File: src/rtl/tdm_demux_4x2.sv
// Receive side of the 4:1 TDM link: rebuilds A..D from one shared line, using SYNC
// to lock onto frames and flagging framing errors with immediate resync.
module tdm_demux_4x2 #(
  parameter int WIDTH = 2
) (
  input  logic             clk,
  input  logic             rst,
  input  logic             EN,
  input  logic             SYNC,
  input  logic [WIDTH-1:0] Y,
  output logic [WIDTH-1:0] A,
  output logic [WIDTH-1:0] B,
  output logic [WIDTH-1:0] C,
  output logic [WIDTH-1:0] D,
  output logic [1:0]       S,
  output logic             VALID,
  output logic             ERR
);

  typedef enum logic {IDLE, RUN} state_t;

  state_t           state_q, state_d;
  logic [WIDTH-1:0] sh0_q, sh1_q, sh2_q;
  logic [WIDTH-1:0] sh0_d, sh1_d, sh2_d;
  logic [WIDTH-1:0] a_d, b_d, c_d, d_d;
  logic [1:0]       s_d;
  logic             valid_d, err_d;

  always_ff @(posedge clk or posedge rst) begin
    if (rst) begin
      state_q <= IDLE;
      sh0_q   <= '0;
      sh1_q   <= '0;
      sh2_q   <= '0;
      A       <= '0;
      B       <= '0;
      C       <= '0;
      D       <= '0;
      S       <= 2'd0;
      VALID   <= 1'b0;
      ERR     <= 1'b0;
    end else begin
      state_q <= state_d;
      sh0_q   <= sh0_d;
      sh1_q   <= sh1_d;
      sh2_q   <= sh2_d;
      A       <= a_d;
      B       <= b_d;
      C       <= c_d;
      D       <= d_d;
      S       <= s_d;
      VALID   <= valid_d;
      ERR     <= err_d;
    end
  end

  always_comb begin
    state_d = state_q;
    sh0_d   = sh0_q;
    sh1_d   = sh1_q;
    sh2_d   = sh2_q;
    a_d     = A;
    b_d     = B;
    c_d     = C;
    d_d     = D;
    s_d     = S;
    valid_d = 1'b0;
    err_d   = 1'b0;
    if (EN) begin
      case (state_q)
        IDLE: begin
          if (SYNC) begin
            sh0_d   = Y;
            s_d     = 2'd1;
            state_d = RUN;
          end
        end
        RUN: begin
          if (SYNC) begin
            // SYNC anywhere but slot 0 drops the partial frame and restarts on this word
            err_d = (S != 2'd0);
            sh0_d = Y;
            s_d   = 2'd1;
          end else begin
            case (S)
              2'd0: begin
                err_d   = 1'b1;
                s_d     = 2'd0;
                state_d = IDLE;
              end
              2'd1: begin
                sh1_d = Y;
                s_d   = 2'd2;
              end
              2'd2: begin
                sh2_d = Y;
                s_d   = 2'd3;
              end
              default: begin
                a_d     = sh0_q;
                b_d     = sh1_q;
                c_d     = sh2_q;
                d_d     = Y;
                valid_d = 1'b1;
                s_d     = 2'd0;
              end
            endcase
          end
        end
        default: state_d = IDLE;
      endcase
    end
  end

endmodule
File: config.mk
export PLATFORM = sky130hd
export DESIGN_NAME = tdm_demux_4x2
export DESIGN_NICKNAME = d
export VERILOG_FILES = /design/src/rtl/tdm_demux_4x2.sv
export SDC_FILE = /design/constraint.sdc
export NUM_CORES = 1
export LEC_CHECK = 0
export BUFFER_PORTS_ARGS = -buffer_cell sky130_fd_sc_hd__buf_2
export CAP_MARGIN = 40
export CORE_AREA = 3 3 44 46
export CTS_CLUSTER_DIAMETER = 40
export CTS_CLUSTER_SIZE = 30
export DETAILED_ROUTE_END_ITERATION = 10
export DIE_AREA = 0 0 47 49
export PLACE_DENSITY = 0.78
export SETUP_SLACK_MARGIN = 0.05
export SLEW_MARGIN = 25
export SYNTH_ARGS = -nofsm -noshare
export SYNTH_HDL_FRONTEND = slang
export SYNTH_SLANG_ARGS = --single-unit
File: constraint.sdc
create_clock -name clk -period 2.5 [get_ports clk]
set_input_delay 0.5 -clock clk [delete_from_list [all_inputs] [get_ports clk]]
set_output_delay 0.5 -clock clk [all_outputs]
set_load 0.05 [all_outputs]
==> summary.txt <==
Status
  • Status: finished, final reports clean

Critical path
  • Register-to-register setup slack: 1.17 ns
  • Top delay family on crit path: flip-flops
  • CP Cell Sequence: buf_2
  • FF-to-FF path depth: 3
  • Slowest cell on the critical path: dfrtp_1
  • Setup crit end: S[0]
  • WP buf/inv: 1
  • CP max stage delay: 0.43 ns
  • Worst Path Max Fanout: 6
  • Arr. time, crit path: 1.01 ns
  • Critical Path Source: S[0]
  • RR Startpoint: S[0]
  • Required @ worst endpoint: 2.00 ns
  • WS Path Type: flop to output port
  • Critical path endpoint category: output port
  • Reg-to-Reg End: B[0]
  • Critical path depth: 1
  • Type of origin of the critical path: flop

Layout
  • Sequential cell area: 475.5 sq um
  • Area of the multi-input gates: 330.3 sq um
  • Final layout net count: 90
  • Area delta synth->final: 13.86%
  • Share of cells above drive strength 1: 47.44%
  • Final instance area: 955.9 sq um
  • N_diodes: 0
  • Fillers: 143

Power and ir drop
  • Maximum VDD drop: 0.5598 mV
  • Leakage: 0.0004952 uW
  • Pwr Density: 1295 nW/um^2

STA
  • Post-layout minimum cycle time: 1.509 ns
  • Tcrit/Tclk final: 60.37%
  • Setup WS post-layout: 0.9908 ns
  • Final setup viols: 0
  • Hold_ws: 0.3025 ns
  • Slew Limit Headroom: 53.60%
  • Setup_tns: 0 ns
  • Clk_skew: 0.001495 ns
  • RSZ-0062 raised after global routing: false
  • Endpoints failing hold: 0
  • Slew Limit Fails: 0
  • Slew @ Worst Pin: 0.6952 ns
  • FMAX: 662.6 MHz

Detailed routing
  • Iter 0 DRT Violations: 6
  • First-pass DRT Iterations: 4
  • Routed wire length: 1353 microns
  • Detailed-route via count: 502
  • DR DRC count: 0
  • Drt wl/cell: 14.39 microns
  • Post-route ant nets: 0
  • Via density: 5.340

Flow run
  • Max-cap violations: 0

Clocking
  • Post-cts resize count: 0
  • Clock Sinks: 19
  • CTS tree: done
  • Post-CTS setup buffers: 0
  • H-tree levels: 1
  • CTS Buffer Depth: 2
  • Total CTS buffers: 3
  • Root Driver: clkbuf_4
  • Hold-fix buffers at CTS: 0
  • Clock-pin slew on the worst setup and hold paths: 0.10 ns
  • Clock Latency Late Sink: 0.29 ns

Floorplan
  • Initial core utilization: 54.46%
  • Die area: 2303 sq um
  • DIE WIDTH: 47 microns
  • Num rows: 14
  • Die Y: 49 microns
  • # IOs: 18
  • Core Box Area: 1541 sq um

Global routing
  • Via count of the first global-routing pass: 510
  • First-pass GRT wire length: 2401 microns
  • Initial antenna violation count: 0
  • Pin count of the biggest net entering global routing: 20
  • Gr ovfl total: 0
  • Gr usage total: 14.73%

Placed design
  • Place WS: 1.102 ns
  • Hpwl dp: 1051 microns
  • I/O Buffers: 17
  • Placed Area: 929.6 sq um
  • Final GP Congestion: 0.7586

Yosys
  • Syn Inst Count: 60
  • Sequential share of the synthesized area: 56.63%
  • Yosys reg bits: 19
  • Syn_area_per_cell: 13.99 sq um
  • Synth warnings: 0
  • Synth Net Count: 71
  • Synthesized area: 839.6 sq um
  • Post-synth cell types: 17

Worst hold path
  • Worst hold path class: input pin to async pin
[cell usage after synthesis (all sizes together)]
cell type  number  area [sq um]
or3b            1         8.760
dfrtp          19         475.5
nand2b          1         6.260
buf             3         15.01
a31oi           1         6.260
nor2            1         3.750
ha              5         62.56
o311a           1         10.01
o221ai          1         8.760
or3             1         6.260
nand2           2         7.510
inv             5         18.77
or2             1         6.260
mux2           14         157.7
a21oi           1         5.000
nand4b          3         41.29
[per-stage QoR]
step	util (%)	total power, uW	std cells
floorplan	-	966.2	60
global placement	60.31	1080	90
detailed placement	60.31	1108	90
CTS	62.01	1258	94
global route	62.01	1329	94
finish	62.01	1238	94
[where the power goes]
part           internal, uW  leakage [uW]  total [uW]  switching, uW
logic                   178      0.000246         585            407
registers               429      0.000234         505           76.0
clock network          62.0     0.0000150         149           86.7
total                   668      0.000495        1240            570
[state kept, by name, indices dropped and copies added, names as in the netlist]
register	cells
sh1_q	2
A	2
S	2
sh2_q	2
ERR	1
C	2
D	2
sh0_q	2
state_q	1
B	2
VALID	1
[placed cells by master, fill, tap and decap left out]
cell type  count
dfrtp_1       19
buf_2         17
mux2_2        14
inv_1          5
ha_1           5
clkbuf_4       3
nand4b_1       2
nand2_1        2
nand4b_4       1
a21oi_1        1
a31oi_1        1
nor2_1         1
nand2b_1       1
or3b_2         1
o221ai_1       1
or2_2          1
or3_1          1
o311a_1        1
clkbuf_1       1
[final cells by class]
| cell class | count | area share [%] |
|---|---|---|
| Inverter | 5 | 1.963 |
| Sequential cell | 19 | 49.74 |
| Timing Repair Buffer | 17 | 8.901 |
| Clock buffer | 4 | 2.749 |
| Tap cell | 16 | 2.094 |
| Multi-Input combinational cell | 33 | 34.55 |
[per-layer routing]
| layer | share of wire [%] | vias up | track usage, % |
|---|---|---|---|
| met4 | 1.1 | 0 | 5.530 |
| met5 | 0 | - | 0 |
| li1 | - | 246 | - |
| met1 | 44 | 242 | 20.61 |
| met3 | 5.5 | 2 | 3.321 |
| met2 | 50 | 12 | 21.72 |
[how the worst min path moves through the flow]
stage / from / to / slack (ns) / cells past startpoint
6_report: rst / ERR / 0.30 / 2
5_1_grt: rst / ERR / 0.34 / 2
4_1_cts: rst / ERR / 0.31 / 2
3_5_place_dp: D[1] / D[1] / 0.49 / 1
3_3_place_gp: sh0_q[1] / sh0_q[1] / 0.48 / 1
2_1_floorplan: rst / A[0] / 0.45 / 1
[cell families (layout without fill, tap and decap cells)]
family          Yosys count  count (layout)  synth area share, %
mux                      14              14                18.78
flops                    19              19                56.63
compound gates            4               4                3.577
buf+inv                   8              26                4.024
simple gates             10              10                9.540
fa+ha+maj                 5               5                7.452
Note: power is estimated with default switching activity, not from simulation.
